===== src/rtl/keypad_player.sv =====
// Plays a latched hex-digit sequence (plus optional enter) onto the lock
// keypad push-button lines; ports: hz100, reset, start, digits, count, send_enter -> pb, busy, done.
module keypad_player #(
  parameter int HOLD = 4,
  parameter int GAP  = 4
) (
  input  logic        hz100,
  input  logic        reset,
  input  logic        start,
  input  logic [31:0] digits,
  input  logic [3:0]  count,
  input  logic        send_enter,
  output logic [19:0] pb,
  output logic        busy,
  output logic        done
);

  typedef enum logic [1:0] {
    S_IDLE,
    S_PRESS,
    S_GAP,
    S_FIN
  } state_t;

  localparam logic [7:0] HOLD_LAST = 8'(HOLD - 1);
  localparam logic [7:0] GAP_LAST  = 8'(GAP - 1);

  state_t      state, state_n;
  logic [7:0]  cnt, cnt_n;
  logic [3:0]  left, left_n;
  logic [31:0] dig, dig_n;
  logic        ent, ent_n;
  logic [3:0]  clamp;

  logic [19:0] pb_n;
  logic        busy_n, done_n;
  logic [2:0]  idx;
  logic [3:0]  key;

  always_ff @(posedge hz100 or posedge reset) begin
    if (reset) begin
      state <= S_IDLE;
      cnt   <= '0;
      left  <= '0;
      dig   <= '0;
      ent   <= 1'b0;
      pb    <= '0;
      busy  <= 1'b0;
      done  <= 1'b0;
    end else begin
      state <= state_n;
      cnt   <= cnt_n;
      left  <= left_n;
      dig   <= dig_n;
      ent   <= ent_n;
      pb    <= pb_n;
      busy  <= busy_n;
      done  <= done_n;
    end
  end

  // left = keys still to play, including the one being pressed;
  // it drops when a press ends, so GAP knows whether more remain.
  always_comb begin
    clamp   = (count > 4'd8) ? 4'd8 : count;
    state_n = state;
    cnt_n   = cnt;
    left_n  = left;
    dig_n   = dig;
    ent_n   = ent;
    unique case (state)
      S_IDLE: begin
        if (start) begin
          dig_n   = digits;
          ent_n   = send_enter;
          left_n  = clamp + {3'b000, send_enter};
          cnt_n   = '0;
          state_n = (left_n == 4'd0) ? S_FIN : S_PRESS;
        end
      end
      S_PRESS: begin
        if (cnt == HOLD_LAST) begin
          cnt_n   = '0;
          left_n  = left - 4'd1;
          state_n = S_GAP;
        end else begin
          cnt_n = cnt + 8'd1;
        end
      end
      S_GAP: begin
        if (cnt == GAP_LAST) begin
          cnt_n   = '0;
          state_n = (left == 4'd0) ? S_FIN : S_PRESS;
        end else begin
          cnt_n = cnt + 8'd1;
        end
      end
      S_FIN: begin
        state_n = S_IDLE;
      end
    endcase
  end

  // Outputs are decoded from the next state so they can be registered
  // and still line up with the state they describe.
  // Enter is always the final key; digits before it go high to low.
  always_comb begin
    pb_n   = '0;
    busy_n = 1'b0;
    done_n = 1'b0;
    idx    = 3'(left_n - 4'd1 - {3'b000, ent_n});
    key    = dig_n[{idx, 2'b00} +: 4];
    unique case (state_n)
      S_PRESS: begin
        busy_n = 1'b1;
        if (ent_n && left_n == 4'd1) pb_n[16] = 1'b1;
        else pb_n = 20'd1 << key;
      end
      S_GAP: busy_n = 1'b1;
      S_FIN: done_n = 1'b1;
      S_IDLE: ;
    endcase
  end

endmodule

===== config.mk =====
export PLATFORM = sky130hd
export DESIGN_NAME = keypad_player
export DESIGN_NICKNAME = d
export VERILOG_FILES = /design/src/rtl/keypad_player.sv
export SDC_FILE = /design/constraint.sdc
export NUM_CORES = 1
export LEC_CHECK = 0
export CAP_MARGIN = 20
export CORE_ASPECT_RATIO = 0.7
export CORE_MARGIN = 3
export CORE_UTILIZATION = 50
export CTS_CLUSTER_DIAMETER = 200
export DETAILED_ROUTE_END_ITERATION = 7
export GPL_TIMING_DRIVEN = 0
export PLACE_DENSITY = 0.75
export SLEW_MARGIN = 20
export SYNTH_ARGS = -nofsm -noshare
export SYNTH_HDL_FRONTEND = slang
export SYNTH_SLANG_ARGS = --single-unit

===== constraint.sdc =====
create_clock -name hz100 -period 6.5 [get_ports hz100]
set_input_delay 0.65 -clock hz100 [delete_from_list [all_inputs] [get_ports hz100]]
set_output_delay 0.65 -clock hz100 [all_outputs]
set_load 0.02 [all_outputs]

## Yosys cells after proc, flatten, opt, wreduce, memory -nomap -nowiden

Index checks and enable logic that the tools add are counted.

| word-level totals | value |
|---|---|
| memories kept | 0 |
| latch bits | 0 |
| RAM bits | 0 |
| ROM bits | 0 |
| flip-flop bits (word level) | 69 |
| bits of input ports | 40 |

| operators by class | value |
|---|---|
| order comparisons | 1 |
| shift operators | 2 |
| add/subtract/negate cells | 5 |
| bitwise logic cells | 0 |
| multipliers | 0 |
| reductions and logical operators | 8 |
| div/mod/pow operators | 0 |
| equal/unequal tests | 9 |
| multiplexer cells | 23 |

Operators by type and width:

| operator | count |
|---|---|
| $mux 32 | 2 |
| $shiftx 32x6->4 | 1 |
| $mux 20 | 1 |
| $shl 1x4->20 const A | 1 |
| $mux 16 | 1 |
| $mux 8 | 2 |
| $pmux 8 s2 | 1 |
| $mux 4 | 3 |
| $mux 2 | 5 |
| $add 8x1->8 const B | 1 |
| $eq 2x2->1 const B | 4 |
| $eq 8x2->1 const B | 1 |
| $logic_not 4->1 | 2 |
| $pmux 2 s4 | 1 |
| $pmux 4 s2 | 1 |
| $mux 1 | 5 |
| $add 4x1->4 | 1 |
| $eq 2x1->1 const B | 2 |
| $eq 4x1->1 const B | 1 |
| $gt 4x4->1 const B | 1 |
| $reduce_or 2->1 | 2 |
| $sub 4x1->4 const B | 1 |
| $mux 3 | 1 |
| $sub 3x1->3 | 1 |
| 6 further kinds | 6 |

## Longest topological paths before layout

Gate-level depths: netlist (run 1).

| depth | value |
|---|---|
| depth after elaboration | 11 |
| mapped depth | 17 |

## Worst setup path before layout (run 1)

No wires, ideal clock.

| timing path | value |
|---|---|
| path kind | register -> register |
| start | register state[1] |
| end | register pb[2] |
| setup time | 0.077 ns |
| path slack | 2.420 ns |
| data arrival time | 4.003 ns |
| cell stages (with the launch flop) | 18 |
| cells stage by stage | dfrtp_1 inv_1 ha_1 buf_2 and2_1 clkbuf_1 buf_2 mux2i_1 ha_1 inv_1 ha_1 clkbuf_1 clkbuf_1 mux4_2 mux2i_1 nor2b_1 nand4_1 a21oi_1 |

| between the ends | value |
|---|---|
| cells in the longest elaborated chain, start to end | 8 |
| elaborated cells between the ends (all ways) | 20 |
| classes of those cells | 2 x add/sub; 5 x eq/ne; 2 x shift; 9 x mux; 2 x reduce/logical |

Ends and longest elaborated chain:

| item | RTL line | source |
|---|---|---|
| start: declaration | 28 | `state_t state, state_n;` |
| start signal: assignment | 51 | `state <= state_n;` |
| $eq 2x1->1 or $logic_not 2->1 (tied branches) | 71 | `unique case (state)` |
| $pmux 4 s2 | 71 |  |
| $sub 3x1->3 (2 in a row) | 111 | `idx = 3'(left_n - 4'd1 - {3'b000, ent_n});` |
| $shiftx 32x6->4 | 112 | `key = dig_n[{idx, 2'b00} +: 4];` |
| $shl 1x4->20 | 117 | `else pb_n = 20'd1 << key;` |
| $mux 16 | 116 | `if (ent_n && left_n == 4'd1) pb_n[16] = 1'b1;` |
| $mux 20 * | 113 | `unique case (state_n)` |
| named net pb_n[2] | 35 | `logic [19:0] pb_n;` |
| end signal: assignment | 56 | `pb <= pb_n;` |
| end: declaration | 13 | `output logic [19:0] pb,` |

Mark *: on every way through the listed nets, which the timed path passes. The rest lies on a longest branch.
A chain may end at the register's enable or synchronous reset.

## Worst setup path in the final report (run 1)

| timing path | value |
|---|---|
| start | input start |
| end | register pb[2] |

| between the ends | value |
|---|---|
| cells in the longest elaborated chain, start to end | 8 |
| elaborated cells between the ends (all ways) | 17 |
| classes of those cells | 2 x add/sub; 2 x eq/ne; 2 x shift; 10 x mux; 1 x reduce/logical |

Ends and longest elaborated chain:

| item | RTL line | source |
|---|---|---|
| start: declaration | 9 | `input logic start,` |
| $mux 4 | 73 | `if (start) begin` |
| $pmux 4 s2 | 71 |  |
| $sub 3x1->3 (2 in a row) | 111 |  |
| $shiftx 32x6->4 | 112 |  |
| $shl 1x4->20 | 117 |  |
| $mux 16 | 116 |  |
| $mux 20 * | 113 |  |
| named net pb_n[2] | 35 |  |

Marks and branches as above.

==> results of run 1 <==
==> layer usage <==
| metal | wire (microns) | part of all wire | GRT usage | vias to the layer above |
|---|---|---|---|---|
| li1 | - | - | - | 1328 |
| met4 | 98 | 0.012 | 0.0640 | 0 |
| met2 | 3620 | 0.44 | 0.294 | 112 |
| met5 | 0 | 0 | 0 | - |
| met1 | 3900 | 0.47 | 0.315 | 1387 |
| met3 | 607 | 0.074 | 0.0544 | 12 |
==> sequential cells by signal, summed over array words and instances, names as in the netlist <==
register and cells:
busy 1, cnt 8, dig 32, done 1, ent 1, left 4, pb 17, state 2
==> stage by stage <==
step                      utilization  setup WS, ns  hold slack [ns]  cell area, sq um
after global placement          0.638          1.06            0.483              4510
final                           0.672          1.26            0.505              4750
after CTS                       0.672          1.28            0.511              4750
after floorplan                     -          2.42            0.475              3810
after detailed placement        0.641         0.929            0.492              4530
after global routing            0.672         0.900            0.528              4750
==> cell type report <==
type | count | share of cell area
Clock buffer | 9 | 0.0261
Buffer | 18 | 0.0226
Inverter | 13 | 0.0108
Clock inverter | 7 | 0.0197
Sequential cell | 66 | 0.348
Timing Repair Buffer | 59 | 0.126
Tap cell | 94 | 0.0247
Multi-Input combinational cell | 228 | 0.422
==> worst register-to-register path, delay by kind of cell (launching register included) <==
kind | cells | cell delay [ns]
and+or+nand+nor | 3 | 0.70
muxes | 3 | 1.36
adders and majority gates | 3 | 0.63
AOI/OAI and AO/OA | 1 | 0.19
DFF | 1 | 0.40
buffers and inverters | 7 | 1.81
==> kinds of logic after synthesis <==
group / share of synthesized area
flops: 0.434
buf+inv: 0.0411
xor+xnor: 0.0247
fa+ha+maj: 0.0394
simple gates: 0.151
other cells: 0.000985
mux: 0.216
compound gates: 0.0930
==> layout by cell type, fill, tap and decap left out, types with 3 or more instances in the layout <==
cell type	n
clkdlybuf4s50_1	58
a21oi_2	10
nand2_1	10
o21ai_0	9
buf_4	3
nand3_1	30
buf_1	4
ha_1	12
xor2_1	6
dfrtp_1	66
buf_2	4
mux4_2	16
nand4_1	11
nor2b_1	12
mux2_2	33
clkbuf_8	9
clkbuf_1	5
a21oi_1	12
mux2i_1	9
and2_1	3
nor2_1	13
inv_1	12
conb_1	3
==> how the worst max path moves through the flow <==
stage                     slack (ns)               to          startpoint
after global routing            0.90  pb[2]$_DFF_PP0_  state[1]$_DFF_PP0_
after floorplan                 2.42  pb[2]$_DFF_PP0_  state[1]$_DFF_PP0_
final                           1.26  pb[2]$_DFF_PP0_               start
after CTS                       1.28  pb[2]$_DFF_PP0_               start
after detailed placement        0.93  pb[2]$_DFF_PP0_               start
after global placement          1.06  pb[2]$_DFF_PP0_               start
==> flow_summary.yaml, run 1 <==
timing:
  fin_tns_setup_ns: 0
  tightest_slew_ns: 0.697
  hold_viol: 0
  fmax_mhz: 191
  setup_viol: 0
  finalCritPeriodShare: 0.806
  finClkSkew_ns: 0.0104
  rsz0062_at_grt: "false"
  period_needed_ns: 5.24
  slew_headroom: 0.522
  drv_slew: 0
synthesis:
  synth_top_area_frac: 0.434
  synth_cells: 323
  synthArstFlopShare: 1.00
  ys_seq_area_frac: 0.434
  synth.avg_cell_area_sq_um: 11.8
  yosysWarnings: 0
  ys.flop_type: "dfrtp_1"
  netlist_top_cells_count: "dfrtp_1 (66), mux2_2 (33), nand3_1 (30)"
  synthesis.area_sq_mm: 0.00381
  synth_area_leader_cell: "dfrtp_1"
  ys_types: 56
  synthTopCellsByArea: "dfrtp_1 (43%), mux2_2 (9.8%), mux4_2 (9.5%), ha_1 (3.9%), nand3_1 (3.9%)"
  yosysMostFrequentCell: "dfrtp_1"
  synth_seq_cells: 66
  synth-edff-count: 0
cts:
  cts-buffers-inserted: 9
  clk_latency_ns: 0.35
  ctsHtreeMaxLevel: 3
  cts_resized: 0
  max-clock-path-buffers: 2
  cts_hold_buf: 0
  clk_pin_slew_worst_paths_ns: 0.07
  cts_setup_buffers: 0
  tritoncts: "built"
  cts_root_buf: "clkbuf_8"
  cts_sinks: 66
drt:
  drtPass1Iterations: 5
  drt_iter0_markers: 189
  via_count: 2839
  ant_nets: 0
  wl_microns: 8230
  avgRoutedWirePerCell_microns: 16.7
  routed_via_density: 5.75
  drc_errors: 0
floorplan:
  dieArea_sq_mm: 0.00871
  fp.dieW_microns: 110
  chipHeight_microns: 79.0
  start_util: 0.538
  design.core.area_sq_mm: 0.00707
  rows: 25
  ioPinCount: 62
worst_setup_path:
  worstPathRequired_ns: 6.76
  r2r_slack_ns: 1.32
  path_depth: 15
  rr_endpoint: "pb[2]$_DFF_PP0_"
  cp_slowest_cell: "clkdlybuf4s50_1"
  path_max_fanout: 10
  max_stage_delay_ns: 0.57
  worstSetupPathType: "primary input to flip-flop"
  reg2reg_depth: 17
  crit_arrival_ns: 5.50
  cpLargestDelayFamily: "buffers and inverters"
  end_kind: "flip-flop"
  r2r_start: "state[1]$_DFF_PP0_"
  critical_path_buf_inv_count: 6
  cpMostUsedCell: "clkbuf_1"
  crit_chain: "clkdlybuf4s50_1, and2_1, clkbuf_1, buf_2, mux2i_1, ha_1, inv_1, ha_1, clkbuf_1, clkbuf_1, mux4_2, mux2i_1, nor2b_1, nand4_1, a21oi_1"
  startpoint_type: "primary input"
global_routing:
  grt_pass1_wl_microns: 13800
  first_global_vias: 2788
  grt_max_degree: 40
  antenna_found_initial: 0
  grtUsageTotal: 0.208
  gr-total-overflow: 0
job:
  cap_violations: 0
min_path:
  hp-start: "dig[27]$_DFF_PP0_"
  holdPathStages: 1
  hold_path.class: "flip-flop to flip-flop"
  holdPathEnd: "dig[27]$_DFF_PP0_"
finish:
  seq_area_sq_mm: 0.00165
  n_fill_cell: 544
  multi_input_area_sq_mm: 0.00201
  fin_nets: 447
  syn2layout_area_growth_pct: 24.9
  instances_no_fill: 494
  layout-drive-gt1-share: 0.245
  diodes: 0
place:
  place_congestion: 0.921
  post-dp-hpwl_microns: 6320
  io_buffers: 58
  dp_cells: 478
run_status:
  outcome: "finished clean"
Power of run 1 is not shown: default switching activity piles up to over one toggle a cycle in this logic, so the estimate is an artifact.
==> run 2, diff against run 1 <==
--- a/config.mk
+++ b/config.mk
@@ -8,11 +8,11 @@
 export CAP_MARGIN = 20
 export CORE_ASPECT_RATIO = 0.7
 export CORE_MARGIN = 3
-export CORE_UTILIZATION = 50
+export CORE_UTILIZATION = 49
 export CTS_CLUSTER_DIAMETER = 200
 export DETAILED_ROUTE_END_ITERATION = 7
 export GPL_TIMING_DRIVEN = 0
-export PLACE_DENSITY = 0.75
+export PLACE_DENSITY = 0.77
 export SLEW_MARGIN = 20
 export SYNTH_ARGS = -nofsm -noshare
 export SYNTH_HDL_FRONTEND = slang
==> constraint.sdc (replaced) <==
create_clock -name hz100 -period 4.24 [get_ports hz100]
set_input_delay 0.424 -clock hz100 [delete_from_list [all_inputs] [get_ports hz100]]
set_output_delay 0.424 -clock hz100 [all_outputs]
set_load 0.02 [all_outputs]
==> run 2 against run 1 <==
Clock skew shrank 0.00056 ns. Hold slack lost 0.15 ns. Worst setup slack lost 1.0 ns. Wire length grew 3.1%. Count of clock-buffer cells in the layout is the same. Global-route usage shrank 0.54 points. Cell area grew 2.8%. Cell count grew 0.40%. Critical path type is now flip-flop to flip-flop.
==> flow_summary.yaml, run 2 (synthesized netlist as in run 1, its figures left out) <==
drt:
  drc_errors: 0
  ant_nets: 0
  drtPass1Iterations: 6
  routed_via_density: 5.69
  avgRoutedWirePerCell_microns: 17.1
  drt_iter0_markers: 181
  via_count: 2820
  wl_microns: 8480
finish:
  syn2layout_area_growth_pct: 28.4
  layout-drive-gt1-share: 0.296
  fin_nets: 445
  fin_util: 0.659
  diodes: 0
  largest_register_ff_count: 32
  multi_input_area_sq_mm: 0.00212
  regMostFlops: "dig"
  final_common_cell: "dfrtp_1"
  n_fill_cell: 589
  seq_area_sq_mm: 0.00165
  reg.largest.list: "dig (32), pb (17), cnt (8)"
  mostFrequentLayoutCells: "dfrtp_1 (66), clkdlybuf4s50_1 (58), mux2_2 (33)"
timing:
  fmax_mhz: 249
  setup_viol: 0
  finalCritPeriodShare: 0.947
  finClkSkew_ns: 0.00985
  fin_tns_setup_ns: 0
  period_needed_ns: 4.01
  hold_viol: 0
  slew_headroom: 0.518
  tightest_slew_ns: 0.723
  timing.hold.ws_ns: 0.354
  drv_slew: 0
worst_setup_path:
  worstSetupPathType: "flip-flop to flip-flop"
  path_max_fanout: 10
  end_kind: "flip-flop"
  startpoint_type: "flip-flop"
  worstPathRequired_ns: 4.50
  crit_arrival_ns: 4.28
global_routing:
  grt_pass1_wl_microns: 14100
  grt_max_degree: 50
  antenna_found_initial: 0
  grtUsageTotal: 0.203
  first_global_vias: 2823
  gr-total-overflow: 0
run_status:
  outcome: "finished clean"
place:
  post-dp-hpwl_microns: 6370
  place_congestion: 0.889
  io_buffers: 58
floorplan:
  ioPinCount: 62
  rows: 26
  dieArea_sq_mm: 0.00888
  design.core.area_sq_mm: 0.00742
  start_util: 0.513
  fp.dieW_microns: 111
  chipHeight_microns: 79.7
cts:
  tritoncts: "built"
  cts-buffers-inserted: 9
  cts_root_buf: "clkbuf_8"
  max-clock-path-buffers: 2
  clk_pin_slew_worst_paths_ns: 0.08
  ctsHtreeMaxLevel: 3
  clk_latency_ns: 0.35
  cts_sinks: 66
  cts_hold_buf: 0
job:
  cap_violations: 0
min_path:
  hold_path.class: "primary input to asynchronous set/reset pin"
==> run 2: metrics by stage <==
step                      area [sq um]  cells  setup WS [ns]
after floorplan                   3810    325          0.160
after global placement            4520    481         -0.925
after detailed placement          4550    482          -1.12
after CTS                         4820    497         0.0205
after global routing              4890    496        -0.0283
final                             4890    496          0.226
==> run 2: cell type report <==
class                      count  area share
buffer                        15      0.0210
sequential                    66       0.338
tap                           98      0.0251
inverter                      13      0.0105
timing repair buffer          60       0.126
clock buffer                   9      0.0253
clock inverter                 7      0.0207
multi-input combinational    228       0.433
==> run 2: worst paths after layout <==
path,to,cells after the start,slack [ns],from
min in group hz100,dig[16]$_DFF_PP0_,1,0.51,dig[16]$_DFF_PP0_
hold reg to reg,dig[16]$_DFF_PP0_,1,0.51,dig[16]$_DFF_PP0_
hold / removal,pb[4]$_DFF_PP0_,2,0.35,reset
max in group asynchronous,dig[9]$_DFF_PP0_,3,3.38,reset
setup reg to reg,pb[2]$_DFF_PP0_,15,0.23,state[1]$_DFF_PP0_
setup / recovery,pb[2]$_DFF_PP0_,15,0.23,state[1]$_DFF_PP0_
==> run 2: critical path: stages (launching register included) <==
cell	delay, ns
dfrtp_1	0.40
inv_1	0.10
ha_1	0.14
buf_2	0.19
and2_1	0.28
buf_4	0.25
mux2i_4	0.32
ha_1	0.19
inv_1	0.04
ha_2	0.44
clkbuf_4	0.28
mux4_2	0.33
mux2i_2	0.30
nor2b_2	0.30
nand3_1	0.12
a21oi_1	0.22
==> run 2: timing repair <==
action,4_1_cts,5_1_grt
setup endpoints to repair,16,16
resized for setup,16,12
setup buffers,0,1
==> run 2: per-layer routing <==
layer	GRT usage	vias to the layer above	routed length [microns]
li1	-	1328	-
met1	0.285	1385	4010
met2	0.308	96	3820
met3	0.0644	11	563
met4	0.0522	0	85
met5	0	-	0
Power of run 2 is left out for the same reason.
==> run 3, diff against run 2 <==
--- a/config.mk
+++ b/config.mk
@@ -5,9 +5,8 @@
 export SDC_FILE = /design/constraint.sdc
 export NUM_CORES = 1
 export LEC_CHECK = 0
-export CAP_MARGIN = 20
+export CAP_MARGIN = 10
 export CORE_ASPECT_RATIO = 0.7
-export CORE_MARGIN = 3
 export CORE_UTILIZATION = 49
 export CTS_CLUSTER_DIAMETER = 200
 export DETAILED_ROUTE_END_ITERATION = 7
==> run 3 against run 2 <==
Hold slack gained 0.022 ns. Utilization shrank 0.37 points. Die area down 8.4%. Cell area is 0.56% lower. Cell count unchanged. Global-route usage up 1.7 points.
==> flow_summary.yaml, run 3 (synthesized netlist as in run 1, its figures left out) <==
global_routing:
  gr-total-overflow: 0
  grt_max_degree: 48
  first_global_vias: 2642
  grtUsageTotal: 0.220
  antenna_found_initial: 0
  grt_pass1_wl_microns: 13300
cts:
  cts_root_buf: "clkbuf_8"
  cts-buffers-inserted: 9
  clk_pin_slew_worst_paths_ns: 0.08
  ctsHtreeMaxLevel: 3
  tritoncts: "built"
  cts_setup_buffers: 0
  cts_sinks: 66
  max-clock-path-buffers: 2
  clk_latency_ns: 0.35
  cts_hold_buf: 0
timing:
  finalCritPeriodShare: 0.945
  tightest_slew_ns: 0.890
  setup_viol: 0
  timing.hold.ws_ns: 0.376
  rsz0062_at_grt: "false"
  period_needed_ns: 4.01
  drv_slew: 0
  finClkSkew_ns: 0.0149
  fin_tns_setup_ns: 0
  fmax_mhz: 250
  hold_viol: 0
  slew_headroom: 0.407
worst_setup_path:
  r2r_slack_ns: 0.23
  worstSetupPathType: "flip-flop to flip-flop"
  end_kind: "flip-flop"
  path_max_fanout: 10
  rr_endpoint: "pb[8]$_DFF_PP0_"
  crit_arrival_ns: 4.27
  reg2reg_depth: 12
  worstPathRequired_ns: 4.50
  r2r_start: "cnt[5]$_DFFE_PP0P_"
  startpoint_type: "flip-flop"
drt:
  routed_via_density: 5.61
  avgRoutedWirePerCell_microns: 16.6
  wl_microns: 8250
  drt_iter0_markers: 116
  drc_errors: 0
  via_count: 2785
  ant_nets: 0
  drtPass1Iterations: 4
floorplan:
  fp.dieW_microns: 107
  chipHeight_microns: 75.7
  dieArea_sq_mm: 0.00813
  rows: 26
  ioPinCount: 62
  design.core.area_sq_mm: 0.00742
  start_util: 0.513
place:
  dp_cells: 482
  post-dp-hpwl_microns: 6230
  place_congestion: 0.880
  io_buffers: 58
finish:
  layout-drive-gt1-share: 0.286
  final_common_cell: "dfrtp_1"
  syn2layout_area_growth_pct: 27.7
  largest_register_ff_count: 32
  regMostFlops: "dig"
  mostFrequentLayoutCells: "dfrtp_1 (66), clkdlybuf4s50_1 (58), mux2_2 (33)"
  fin_nets: 445
  diodes: 0
  instances_no_fill: 496
  fin_util: 0.655
  reg.largest.list: "dig (32), pb (17), cnt (8)"
min_path:
  hold_path.class: "primary input to asynchronous set/reset pin"
run_status:
  outcome: "finished clean"
job:
  cap_violations: 0
run 3: cell counts in the layout (fill, tap and decap cells not counted):
Identical to the previous run, type by type.
run 3: area by class of cell:
type	instances	area, sq um
clock buffers	9	124
clock inverters	7	101
well taps	98	123
inverters	13	51.3
flip-flops and latches	66	1650
repair buffers	59	608
multi-input cells	228	2090
plain buffers	16	106
fillers	602	2560
run 3: how the worst max path moves through the flow:
stage	startpoint	end	slack (ns)	depth (start not counted)
floorplan	state[1]$_DFF_PP0_	pb[2]$_DFF_PP0_	0.16	17
global placement	start	pb[4]$_DFF_PP0_	-0.95	15
detailed placement	start	pb[2]$_DFF_PP0_	-1.19	15
CTS	state[1]$_DFF_PP0_	pb[6]$_DFF_PP0_	0.01	16
global route	cnt[0]$_DFFE_PP0P_	pb[4]$_DFF_PP0_	0.004	14
finish	cnt[5]$_DFFE_PP0P_	pb[8]$_DFF_PP0_	0.23	12
run 3: per-layer routing:
layer | up-vias | track usage | part of all wire
met2 | 79 | 0.329 | 0.45
met5 | - | 0 | 0
li1 | 1330 | - | -
met1 | 1364 | 0.317 | 0.48
met4 | 0 | 0.0746 | 0.014
met3 | 12 | 0.0530 | 0.051
run 3: timing repair:
item,in CTS,in global routing
endpoints found under the setup margin,16,16
cloned,0,0
resized for setup,11,13
run 3: worst max-delay path, cell delays in order (launching register included):
cell and delay, ns:
dfrtp_1 0.43, nor4_2 0.53, nand2_2 0.29, xnor2_1 0.21, o21ai_2 0.22, ha_1 0.18, inv_1 0.04, ha_2 0.44
mux4_2 0.54, mux2i_2 0.34, nor2b_1 0.37, nand4_1 0.16, a21oi_2 0.17
run 3: per-stage QoR:
| step | setup slack [ns] | cell area (sq um) |
|---|---|---|
| floorplan | 0.160 | 3810 |
| global placement | -0.953 | 4520 |
| detailed placement | -1.19 | 4550 |
| CTS | 0.0105 | 4810 |
| global route | 0.00420 | 4860 |
| finish | 0.234 | 4860 |
Power of run 3 is left out for the same reason.
